==> config.mk <==
export PLATFORM = sky130hd
export DESIGN_NAME = phy_reset_transmitter_flat
export DESIGN_NICKNAME = d
export VERILOG_FILES = /design/src/rtl/phy_reset_transmitter_if.sv /design/src/rtl/phy_reset_transmitter.sv /design/src/flat_wrapper.sv
export SDC_FILE = /design/constraint.sdc
export NUM_CORES = 1
export LEC_CHECK = 0
export ABC_CLOCK_PERIOD_IN_PS = 2300
export BUFFER_PORTS_ARGS = -buffer_cell sky130_fd_sc_hd__buf_2
export CORE_ASPECT_RATIO = 1.75
export CORE_UTILIZATION = 51
export CTS_BUF_LIST = sky130_fd_sc_hd__clkbuf_16
export DETAILED_ROUTE_END_ITERATION = 8
export PLACE_DENSITY_LB_ADDON = 0.12
export SYNTH_ARGS = -nofsm -noshare
export SYNTH_HDL_FRONTEND = slang
export SYNTH_SLANG_ARGS = --single-unit
==> constraint.sdc <==
create_clock -name CLK -period 2.3 [get_ports CLK]
set_input_delay 0.345 -clock CLK [delete_from_list [all_inputs] [get_ports CLK]]
set_output_delay 0.345 -clock CLK [all_outputs]
set_load 0.05 [all_outputs]
==> src/rtl/phy_reset_transmitter_if.sv <==
// Protocol-layer <-> reset PHY transmitter signal bundle.
// master = protocol layer, slave = PHY transmitter.
interface phy_reset_transmitter_if;
    logic [7:0] TRANSMIT;
    logic       tx_start;
    logic       abort;
    logic       tx_en;
    logic       tx_data;
    logic       tx_busy;
    logic       tx_done;
    logic       tx_fail;

    modport master (
        output TRANSMIT, tx_start, abort,
        input  tx_en, tx_data, tx_busy, tx_done, tx_fail
    );

    modport slave (
        input  TRANSMIT, tx_start, abort,
        output tx_en, tx_data, tx_busy, tx_done, tx_fail
    );
endinterface

==> src/rtl/phy_reset_transmitter.sv <==
// USB PD Hard/Cable Reset PHY transmitter: preamble + 4 K-code ordered set.
// Define BMC_EN for BMC line coding plus trailing low; default build is NRZ.
module phy_reset_transmitter #(
    parameter int HALF_BIT_DIV  = 10,
    parameter int PREAMBLE_BITS = 64
) (
    input  logic                  CLK,
    input  logic                  reset,
    phy_reset_transmitter_if.slave bus
);
    localparam int HW = (HALF_BIT_DIV > 1) ? $clog2(HALF_BIT_DIV) : 1;

    localparam logic [4:0] RST_1  = 5'b00111;
    localparam logic [4:0] RST_2  = 5'b11001;
    localparam logic [4:0] SYNC_1 = 5'b11000;
    localparam logic [4:0] SYNC_3 = 5'b00110;

    localparam logic [2:0] TYPE_HARD  = 3'b101;
    localparam logic [2:0] TYPE_CABLE = 3'b110;

    typedef enum logic [2:0] {
        IDLE, PREAMBLE, ORDSET, TRAIL, DONE, FAIL
    } state_t;

`ifdef BMC_EN
    localparam state_t POST_OS = TRAIL;
`else
    localparam state_t POST_OS = DONE;
`endif

    state_t        state_q, state_d;
    logic [HW-1:0] half_q;
    logic          phase_q;
    logic [6:0]    bit_q;
    logic [2:0]    type_q;

    logic          half_end, bit_end;
    logic          pre_last, os_last;
    logic          in_bits, cur_bit, valid;
    logic [19:0]   os_vec;
    logic [4:0]    unused_transmit;

    assign unused_transmit = bus.TRANSMIT[7:3];

    assign half_end = (half_q == HW'(HALF_BIT_DIV - 1));
    assign bit_end  = phase_q & half_end;
    assign pre_last = (bit_q == 7'(PREAMBLE_BITS - 1));
    assign os_last  = (bit_q == 7'd19);
    assign valid    = (bus.TRANSMIT[2:0] == TYPE_HARD) ||
                      (bus.TRANSMIT[2:0] == TYPE_CABLE);
    assign in_bits  = (state_q == PREAMBLE) || (state_q == ORDSET);

    // First K-code sits in the low bits so bit_q indexes LSB-first order.
    assign os_vec = (type_q == TYPE_CABLE) ?
                    {SYNC_3, RST_1, SYNC_1, RST_1} :
                    {RST_2, RST_1, RST_1, RST_1};

    assign cur_bit = (state_q == PREAMBLE) ? bit_q[0] : os_vec[bit_q[4:0]];

    always_ff @(posedge CLK or posedge reset) begin
        if (reset) state_q <= IDLE;
        else       state_q <= state_d;
    end

    always_comb begin
        state_d = state_q;
        unique case (state_q)
            IDLE: begin
                if (bus.tx_start) state_d = valid ? PREAMBLE : FAIL;
            end
            PREAMBLE: begin
                if (bus.abort)                state_d = FAIL;
                else if (bit_end && pre_last) state_d = ORDSET;
            end
            ORDSET: begin
                if (bus.abort)               state_d = FAIL;
                else if (bit_end && os_last) state_d = POST_OS;
            end
            TRAIL: begin
                if (bus.abort)    state_d = FAIL;
                else if (half_end) state_d = DONE;
            end
            DONE:    state_d = IDLE;
            FAIL:    state_d = IDLE;
            default: state_d = IDLE;
        endcase
    end

    always_ff @(posedge CLK or posedge reset) begin
        if (reset) begin
            type_q <= '0;
        end else if (state_q == IDLE && bus.tx_start) begin
            type_q <= bus.TRANSMIT[2:0];
        end
    end

    // Timing restarts from zero on every state change.
    always_ff @(posedge CLK or posedge reset) begin
        if (reset) begin
            half_q  <= '0;
            phase_q <= 1'b0;
            bit_q   <= '0;
        end else if (state_d != state_q || state_q == IDLE) begin
            half_q  <= '0;
            phase_q <= 1'b0;
            bit_q   <= '0;
        end else if (half_end) begin
            half_q  <= '0;
            phase_q <= ~phase_q;
            if (phase_q) bit_q <= bit_q + 7'd1;
        end else begin
            half_q  <= half_q + HW'(1);
        end
    end

`ifdef BMC_EN
    logic lvl_q;

    // Line level at the end of the previous bit.
    always_ff @(posedge CLK or posedge reset) begin
        if (reset)         lvl_q <= 1'b0;
        else if (!in_bits) lvl_q <= 1'b0;
        else if (bit_end)  lvl_q <= ~lvl_q ^ cur_bit;
    end

    assign bus.tx_data = in_bits & (phase_q ? (~lvl_q ^ cur_bit) : ~lvl_q);
`else
    assign bus.tx_data = in_bits & cur_bit;
`endif

    assign bus.tx_en   = in_bits | (state_q == TRAIL);
    assign bus.tx_busy = (state_q != IDLE);
    assign bus.tx_done = (state_q == DONE);
    assign bus.tx_fail = (state_q == FAIL);
endmodule

==> src/flat_wrapper.sv <==
// flat-port wrapper written by rule: the top's interface ports become plain ports
module phy_reset_transmitter_flat 
#(
    parameter int HALF_BIT_DIV  = 10,
    parameter int PREAMBLE_BITS = 64
)
  (CLK, reset, bus_TRANSMIT, bus_tx_start, bus_abort, bus_tx_en, bus_tx_data, bus_tx_busy, bus_tx_done, bus_tx_fail);
  phy_reset_transmitter_if bus_i ();
  input  logic CLK;
  input  logic reset;
  input wire logic [$bits(bus_i.TRANSMIT)-1:0] bus_TRANSMIT;
  input wire logic [$bits(bus_i.tx_start)-1:0] bus_tx_start;
  input wire logic [$bits(bus_i.abort)-1:0] bus_abort;
  output wire logic [$bits(bus_i.tx_en)-1:0] bus_tx_en;
  output wire logic [$bits(bus_i.tx_data)-1:0] bus_tx_data;
  output wire logic [$bits(bus_i.tx_busy)-1:0] bus_tx_busy;
  output wire logic [$bits(bus_i.tx_done)-1:0] bus_tx_done;
  output wire logic [$bits(bus_i.tx_fail)-1:0] bus_tx_fail;
  assign bus_i.TRANSMIT = bus_TRANSMIT;
  assign bus_i.tx_start = bus_tx_start;
  assign bus_i.abort = bus_abort;
  assign bus_tx_en = bus_i.tx_en;
  assign bus_tx_data = bus_i.tx_data;
  assign bus_tx_busy = bus_i.tx_busy;
  assign bus_tx_done = bus_i.tx_done;
  assign bus_tx_fail = bus_i.tx_fail;
  phy_reset_transmitter #(.HALF_BIT_DIV(HALF_BIT_DIV), .PREAMBLE_BITS(PREAMBLE_BITS)) u_core (.CLK(CLK), .reset(reset), .bus(bus_i));
endmodule
==> flow_metrics.tcl, run 1 <==
set metrics [dict create \
    met1_usage_pct 26.5 \
    slew_headroom_pct 52.3 \
    maxSlewViolCount 0 \
    die_height_microns 65.7 \
    drc 0 \
    setup_viol 0 \
    critPathMaxStageDelay_ps 470 \
    grt-ovfl-total 0 \
    fin_crit_sh_pct 96.5 \
    worstReg2RegStart "u_core.bit_q[1]" \
    synth_cell_types 38 \
    avgViaCountPerCell 6.19 \
    power.share.combinational_pct 40.6 \
    drv_cap 0 \
    tightest_slew_ps 714 \
    core.rowCount 22 \
    finClkSkew_ps 3.60 \
    p_leak_nw 0.545 \
    layout-drive-gt1-share_pct 26.2 \
    cts_tree "done" \
    vias 929 \
    power.density_nw_per_um2 991 \
    htreeDepth 1 \
    initial_core_util_pct 55.1 \
    grt_pass1_vias 915 \
    cp-start-kind "flip-flop" \
    track_usage_pct 22.6 \
    grt_max_degree 19 \
    yosysSeqAreaShare_pct 38.1 \
    crit_chain "ha_1 > nor2_1 > or4_1 > a32o_1 > buf_4" \
    mostFrequentLayoutCell "dfrtp_1" \
    dp_hpwl_microns 1760 \
    power_frac_seq_pct 33.2 \
    ios 17 \
    cp-end-kind "primary output" \
    min_path_type "primary input to async pin" \
    synth.avg_cell_area_sq_um 10.1 \
    first_iter_violations 22 \
    critical_path_class "flip-flop to primary output" \
    critPathSlowestCell "or4_1" \
    async_flop_share_pct 100 \
    core-area_sq_um 2150 \
    hold_viol 0 \
    critPathMaxFanout 5 \
    grt_pass1_wl_microns 4080 \
    avgRoutedWirePerCell_microns 16.0 \
    clk_latency_ps 250 \
    synth_fp_nets 133 \
    cts_setup_buffers 0 \
    crit_family "simple AND/OR/NAND/NOR gates" \
    first_pass_iters 4 \
    cts_made_buffers 3 \
    internal_power_uw 792 \
    fmax_ghz 0.450 \
    fin_util_pct 61.2 \
    yosys_warnings 0 \
    grt.met2_usage_pct 39.0 \
    portBuffers 11 \
    required_ps 1960 \
    antenna_found_initial 0 \
    num_antenna_cells 0 \
    ys_dominant_reg_cell "dfrtp_1" \
    area_growth_pct 11.1 \
    power_frac_clock_pct 26.2 \
    switching_share_pct 39.2 \
    clkTransAtPathRegs_ps 50 \
    grt-busiest-layer "met2" \
    cts_max_path_buffers 2 \
    irDropWorstVdd_mv 0.872 \
    critPathBufInv 1 \
    grt_setup_unrepaired "no" \
    finalCriticalPeriod_ps 2220 \
    cts-root-buf "clkbuf_16" \
    use_met3_pct 4.73 \
    cp.arrival_ps 1880 \
    detail_route.wirelength_microns 2410 \
    status "finished clean" \
    ys_seq_elements 18 \
    setup_tns_ps 0 \
    syn_inst 117 \
    layout_common_cells "dfrtp_1, buf_2, nor4_2, nor2b_1, nand2_1" \
    synth_edf_count 0 \
    globalplace.congestion 0.755 \
    die_w_microns 38.4 \
    netlist_area_sq_um 1180 \
    worstSetupStartpoint "u_core.bit_q[1]" \
    dieArea_sq_um 2530 \
    nets 144 \
    power.switching_uw 511 \
    clock-sinks 18 \
    ant_nets 0 \
]
[power by group through the flow]
stage / logic [mW] / clock network, mW / registers [mW]
CTS: 0.532 / 0.350 / 0.433
detailed placement: 0.530 / 0 / 0.437
floorplan: 0.452 / 0 / 0.421
global route: 0.569 / 0.364 / 0.443
finish: 0.529 / 0.341 / 0.433
global placement: 0.522 / 0 / 0.434
[what timing repair did]
action / in CTS / in global routing
hold buffers: 0 / 0
gates resized for setup: 1 / 2
pin swaps: 0 / 0
endpoints found under the setup margin: 1 / 1
[flip-flops by register name, summed over array words and instances, names as in the netlist]
register        flops
u_core.phase_q      1
u_core.state_q      3
u_core.half_q       4
u_core.bit_q        7
u_core.type_q       3
[path summary, 6_finish.rpt]
path / depth (start not counted) / endpoint / slack (ps)
max reg2reg: 5 / u_core.bit_q[6] / 290
min in group CLK: 2 / u_core.type_q[2] / 350
min: 2 / u_core.state_q[2] / 210
min reg2reg: 1 / u_core.type_q[0] / 500
max in group asynchronous: 2 / u_core.bit_q[0] / 1590
max: 5 / bus_tx_data / 80
[per-layer routing]
layer,wire length [microns],up-vias,part of all wire (%)
li1,-,446,-
met1,960,461,40
met2,1360,18,56
met3,62,4,2.6
met4,26,0,1.1
met5,0,-,0
[cell usage after synthesis (2+ instances only)]
cell / number / area (sq um)
dfrtp_1: 18 / 450
nand2_1: 6 / 22.5
nor2b_1: 6 / 37.5
nor4_2: 6 / 75.1
inv_1: 5 / 18.8
nor2_1: 5 / 18.8
xnor2_1: 5 / 43.8
xor2_1: 5 / 43.8
ha_1: 4 / 50.1
nand4_1: 4 / 25.0
nor3_1: 4 / 20.0
a211oi_1: 3 / 22.5
a21oi_1: 3 / 15.0
and3_1: 3 / 18.8
buf_6: 3 / 33.8
clkbuf_1: 3 / 11.3
mux2_2: 3 / 33.8
nor3b_1: 3 / 22.5
nor4_1: 3 / 18.8
buf_2: 2 / 10.0
nand2b_1: 2 / 12.5
nand3_1: 2 / 10.0
nand3b_1: 2 / 15.0
o211ai_2: 2 / 25.0
o21ai_1: 2 / 10.0
[metrics by stage]
stage               cell area [sq um]  setup slack, ps  power, mW  hold slack, ps  std cells
floorplan                        1180              144      0.873             284        117
global placement                 1240              262      0.956             475        147
detailed placement               1240              261      0.967             496        147
CTS                              1310             53.4       1.31             239        150
global route                     1320             17.6       1.38             265        150
finish                           1320             79.8       1.30             208        150
[cell type report]
cell class | count | area, sq um
Sequential cell | 18 | 452
Multi-Input combinational cell | 86 | 659
Tap cell | 24 | 30.0
Inverter | 5 | 18.8
Fill cell | 193 | 832
Timing Repair Buffer | 14 | 80.1
Clock buffer | 3 | 75.1
[worst reg2reg max path, delay by kind of cell, from the launching register on]
| kind | cells | cell delay, ps |
|---|---|---|
| adder cells (fa/ha/maj) | 1 | 240 |
| AND/OR/NAND/NOR | 3 | 580 |
| flip-flops | 1 | 410 |
| AO/OA/AOI/OAI | 1 | 630 |
[kinds of logic after synthesis]
logic type      after synthesis  share of synthesized area [%]
simple gates                 53                           30.3
flops                        18                           38.1
compound gates               16                           10.9
buf+inv                      13                           6.24
xor+xnor                     10                           7.40
fa+ha+maj                     4                           4.23
mux                           3                           2.85
Power figures use the tool's default switching activity.
==> run 2: changes to the inputs <==
--- a/config.mk
+++ b/config.mk
@@ -8,7 +8,7 @@
 export ABC_CLOCK_PERIOD_IN_PS = 2300
 export BUFFER_PORTS_ARGS = -buffer_cell sky130_fd_sc_hd__buf_2
 export CORE_ASPECT_RATIO = 1.75
-export CORE_UTILIZATION = 51
+export CORE_UTILIZATION = 35
 export CTS_BUF_LIST = sky130_fd_sc_hd__clkbuf_16
 export DETAILED_ROUTE_END_ITERATION = 8
 export PLACE_DENSITY_LB_ADDON = 0.12
==> run 2 against run 1 <==
Against the previous run:
- cell count is 13% higher
- highest routed layer unchanged
- largest cell class unchanged
- worst hold slack worse by 7.7 ps
- global-route usage is 7.9 points lower
==> flow_metrics.tcl, run 2 (same netlist as run 1, synthesis figures left out) <==
set metrics [dict create \
    initial_core_util_pct 37.3 \
    status "finished clean" \
    grt_setup_unrepaired "no" \
    fmax_ghz 0.443 \
    first_iter_violations 23 \
    critPathBufInv 1 \
    largestRegisters "u_core.bit_q x7, u_core.half_q x4" \
    setup_viol 0 \
    grt_pass1_wl_microns 3960 \
    path_depth 5 \
    portBuffers 11 \
    power.density_nw_per_um2 971 \
    drv_cap 0 \
    grt_max_degree 19 \
    critical_path_class "flip-flop to primary output" \
    die_height_microns 78.9 \
    cp.arrival_ps 1910 \
    power_mw 1.30 \
    mostFrequentLayoutCell "dfrtp_1" \
    critical_path.endpoint "bus_tx_data" \
    min_path_type "primary input to async pin" \
    htreeDepth 1 \
    hold_viol 0 \
    dieArea_sq_um 3630 \
    dp_hpwl_microns 1780 \
    cp-start-kind "flip-flop" \
    cts_max_path_buffers 2 \
    die_w_microns 46.0 \
    p_leak_nw 0.544 \
    maxSlewViolCount 0 \
    cts-root-buf "clkbuf_16" \
    finClkSkew_ps 3.77 \
    critPathMaxStageDelay_ps 390 \
    hold_buffers 0 \
    core.rowCount 27 \
    worstReg2RegStart "u_core.half_q[0]" \
    clkTransAtPathRegs_ps 50 \
    area_growth_pct 13.1 \
    slew_headroom_pct 53.1 \
    required_ps 1960 \
    reg2reg_depth 6 \
    fin_util_pct 42.2 \
    first_pass_iters 4 \
    antenna_found_initial 0 \
    cts_made_buffers 3 \
    cp-end-kind "primary output" \
    worstSetupStartpoint "u_core.type_q[0]" \
    layout_common_cells "dfrtp_1, buf_2, nor4_2, nor2b_1, nand2_1" \
    rrSetupSlack_ps 390 \
    r2r-end "u_core.bit_q[3]" \
    crit_family "simple AND/OR/NAND/NOR gates" \
    fillers 367 \
    detail_route.wirelength_microns 2370 \
    critPathMaxFanout 3 \
    irDropWorstVdd_mv 0.515 \
    cts_setup_buffers 0 \
    grt_pass1_vias 870 \
    avgRoutedWirePerCell_microns 14.0 \
    vias 887 \
    largest_reg_flops 7 \
    nets 144 \
    track_usage_pct 14.6 \
    ios 17 \
    layout-drive-gt1-share_pct 26.2 \
    ant_nets 0 \
    num_antenna_cells 0 \
    tightest_slew_ps 703 \
    core-area_sq_um 3180 \
    crit_chain "nand3b_1 > nor2b_1 > or4_1 > a32o_1 > clkbuf_4" \
    grt-ovfl-total 0 \
    cts_tree "done" \
    clock-sinks 18 \
    fin_crit_sh_pct 98.1 \
    avgViaCountPerCell 5.25 \
    finalCriticalPeriod_ps 2260 \
    clk_latency_ps 250 \
    setup_tns_ps 0 \
    top_register "u_core.bit_q" \
    drc 0 \
    critPathSlowestCell "or4_1" \
    globalplace.congestion 0.799 \
]
## run 2: cell types whose count changed in the layout (fill, tap and decap cells not counted), sizes merged
cell,change
buf,-1
clkbuf,+1
## run 2: routing by layer
metal  global-route usage, %  vias to the layer above  wire length, microns
met5                       0                        -                     0
met4                    4.41                        0                    20
met3                    2.05                        2                    51
met2                    25.5                        8                  1230
met1                    17.7                      436                  1070
li1                        -                      441                     -
## run 2: how the worst min path moves through the flow
| stage | start | end | slack, ps | depth (start not counted) |
|---|---|---|---|---|
| after floorplan | reset | u_core.bit_q[0] | 280 | 1 |
| after global placement | u_core.type_q[0] | u_core.type_q[0] | 480 | 1 |
| after detailed placement | reset | u_core.type_q[0] | 500 | 2 |
| after CTS | reset | u_core.type_q[0] | 230 | 2 |
| after global routing | reset | u_core.type_q[0] | 280 | 2 |
| final | reset | u_core.type_q[0] | 200 | 2 |
## run 2: timing repair
| item | in CTS | in global routing |
|---|---|---|
| gates resized for setup | 0 | 2 |
| endpoints found under the hold margin | 0 | 0 |
| endpoints found under the setup margin | 0 | 1 |
## run 2: worst reg2reg max path: stages, from the launching register on
cell	delay (ps)
dfrtp_1	420
ha_1	240
and3b_1	310
a32oi_2	270
o211ai_2	110
buf_4	200
nor4_1	270
## run 2: power by group
group,switching (mW),leakage [nW],internal (mW),total [mW]
logic,0.321,0.268,0.190,0.510
clock network,0.109,0.0370,0.228,0.337
registers,0.0799,0.239,0.372,0.452
## run 2: final cells by class
cell class	count	area, sq um	share of cell area, %
Multi-Input combinational cell	86	659	49.3
Sequential cell	18	452	33.7
Timing Repair Buffer	14	80.1	5.98
Clock buffer	3	75.1	5.61
Tap cell	43	53.8	4.02
Inverter	5	18.8	1.40
## run 2: through the flow
step                hold slack (ps)  setup slack (ps)  cell area (sq um)  cells
finish                          200              44.3               1340    169
CTS                             232              14.5               1340    169
floorplan                       284               144               1180    117
detailed placement              495               282               1260    166
global placement                485               303               1260    166
global route                    281              1.83               1340    169
==> run 3: changes to the inputs <==
--- a/config.mk
+++ b/config.mk
@@ -5,7 +5,7 @@
 export SDC_FILE = /design/constraint.sdc
 export NUM_CORES = 1
 export LEC_CHECK = 0
-export ABC_CLOCK_PERIOD_IN_PS = 2300
+export ABC_CLOCK_PERIOD_IN_PS = 2900
 export BUFFER_PORTS_ARGS = -buffer_cell sky130_fd_sc_hd__buf_2
 export CORE_ASPECT_RATIO = 1.75
 export CORE_UTILIZATION = 35
==> constraint.sdc (replaced) <==
create_clock -name CLK -period 2.9 [get_ports CLK]
set_input_delay 0.435 -clock CLK [delete_from_list [all_inputs] [get_ports CLK]]
set_output_delay 0.435 -clock CLK [all_outputs]
set_load 0.05 [all_outputs]
==> run 3 against run 2 <==
Against the previous run:
- via count is 1.9% higher
- first-iteration DRC count is 13% higher
- critical endpoint unchanged
- combinational power is 17% lower
- highest routed layer unchanged
- largest power group unchanged
- routed wire length is 4.0% higher
==> flow_metrics.tcl, run 3 (same netlist as run 1, synthesis figures left out) <==
set metrics [dict create \
    status "finished clean" \
    grt_max_degree 19 \
    globalplace.congestion 0.824 \
    critPathMaxFanout 6 \
    first_iter_violations 26 \
    hold_viol 0 \
    cts_max_path_buffers 2 \
    layout_common_cells "dfrtp_1, buf_2, nor4_2, nor2b_1, nand2_1" \
    largest_reg_flops 7 \
    detail_route.wirelength_microns 2470 \
    setup_viol 0 \
    grt_pass1_wl_microns 4320 \
    core-area_sq_um 3180 \
    vias 904 \
    cts-root-buf "clkbuf_16" \
    area_growth_pct 11.8 \
    largestRegisters "u_core.bit_q x7, u_core.half_q x4" \
    fin_crit_sh_pct 82.8 \
    track_usage_pct 16.0 \
    mostFrequentLayoutCell "dfrtp_1" \
    grt.met2_usage_pct 26.6 \
    portBuffers 11 \
    cts_made_buffers 3 \
    irDropWorstVdd_mv 0.326 \
    finClkSkew_ps 4.26 \
    ant_nets 0 \
    htreeDepth 1 \
    setup_tns_ps 0 \
    grt_pass1_vias 913 \
    core.rowCount 27 \
    maxSlewViolCount 0 \
    fillers 359 \
    placed_cells 164 \
    slew_headroom_pct 53.1 \
    grt-busiest-layer "met2" \
    critPathMaxStageDelay_ps 480 \
    critPathSlowestCell "or4_1" \
    die_w_microns 46.0 \
    post_cts_resized 0 \
    num_antenna_cells 0 \
    nets 142 \
    initial_core_util_pct 37.3 \
    cp.arrival_ps 1970 \
    ios 17 \
    hold_buffers 0 \
    met1_usage_pct 20.2 \
    min_path_type "primary input to async pin" \
    power.density_nw_per_um2 785 \
    fmax_ghz 0.416 \
    use_met3_pct 2.05 \
    cp-end-kind "primary output" \
    clkTransAtPathRegs_ps 50 \
    required_ps 2470 \
    cp-start-kind "flip-flop" \
    layout-drive-gt1-share_pct 24.0 \
    clk_latency_ps 250 \
    grt_setup_unrepaired "no" \
    tightest_slew_ps 703 \
    avgViaCountPerCell 5.38 \
    top_register "u_core.bit_q" \
    crit_chain "ha_1 > nor2_1 > or4_1 > a32o_1 > buf_2" \
    finalCriticalPeriod_ps 2400 \
    grt-ovfl-total 0 \
    fin_cells 168 \
    first_pass_iters 4 \
    drv_cap 0 \
    die_height_microns 78.9 \
    dieArea_sq_um 3630 \
    cts_tree "done" \
    cts_setup_buffers 0 \
    drc 0 \
    dp_hpwl_microns 1830 \
    avgRoutedWirePerCell_microns 14.7 \
    clock-sinks 18 \
    p_leak_nw 0.538 \
    antenna_found_initial 0 \
    critical_path_class "flip-flop to primary output" \
]
[run 3: cell types whose count changed in the layout (fill, tap and decap cells not counted)]
cell      delta
clkbuf_4     -1
clkinv_1     +1
dfrtp_1      +1
dfrtp_2      -1
buf_4        -2
buf_2        +1
[run 3: final cells by class]
cell class | count | area [sq um] | share of cell area [%]
Tap cell | 43 | 53.8 | 4.06
Sequential cell | 18 | 450 | 34.0
Multi-Input combinational cell | 86 | 659 | 49.8
Clock inverter | 1 | 3.75 | 0.284
Inverter | 5 | 18.8 | 1.42
Clock buffer | 3 | 75.1 | 5.67
Timing Repair Buffer | 12 | 62.6 | 4.73
[run 3: critical path, delay by kind of cell (launching register included)]
family	cells	cell delay, ps
simple gates	2	540
buf+inv	1	210
compound gates	1	260
flops	1	460
fa+ha+maj	1	250
[run 3: where the power goes]
part	internal [mW]	switching [mW]	leakage, nW	total (mW)
logic	0.142	0.279	0.259	0.421
registers	0.296	0.0417	0.241	0.337
clock network	0.183	0.0966	0.0385	0.280
[run 3: worst paths after layout]
kind	from	to	slack [ps]	cells after the start
hold reg to reg	u_core.type_q[0]	u_core.type_q[0]	500	1
setup reg to reg	u_core.half_q[1]	u_core.bit_q[1]	670	6
min in group CLK	bus_TRANSMIT[2]	u_core.type_q[2]	440	2
setup / recovery	u_core.bit_q[0]	bus_tx_data	500	5
hold / removal	reset	u_core.type_q[1]	290	2
max in group asynchronous	reset	u_core.bit_q[4]	2160	2
[run 3: metrics by stage]
stage                     instance area, sq um  total power, mW  hold slack [ps]  setup slack, ps  util, %
after global routing                      1320             1.10              363              424     41.7
after CTS                                 1320             1.05              317              502     41.7
after floorplan                           1180            0.693              374              654        -
final                                     1320             1.04              286              498     41.7
after global placement                    1240            0.757              486              661     39.2
after detailed placement                  1240            0.769              489              643     39.2
[run 3: metal layers]
metal	vias up	share of wire (%)	routed length (microns)
li1	441	-	-
met1	445	43	1050
met2	13	52	1290
met3	5	2.9	71
met4	0	2.0	49
met5	-	0	0
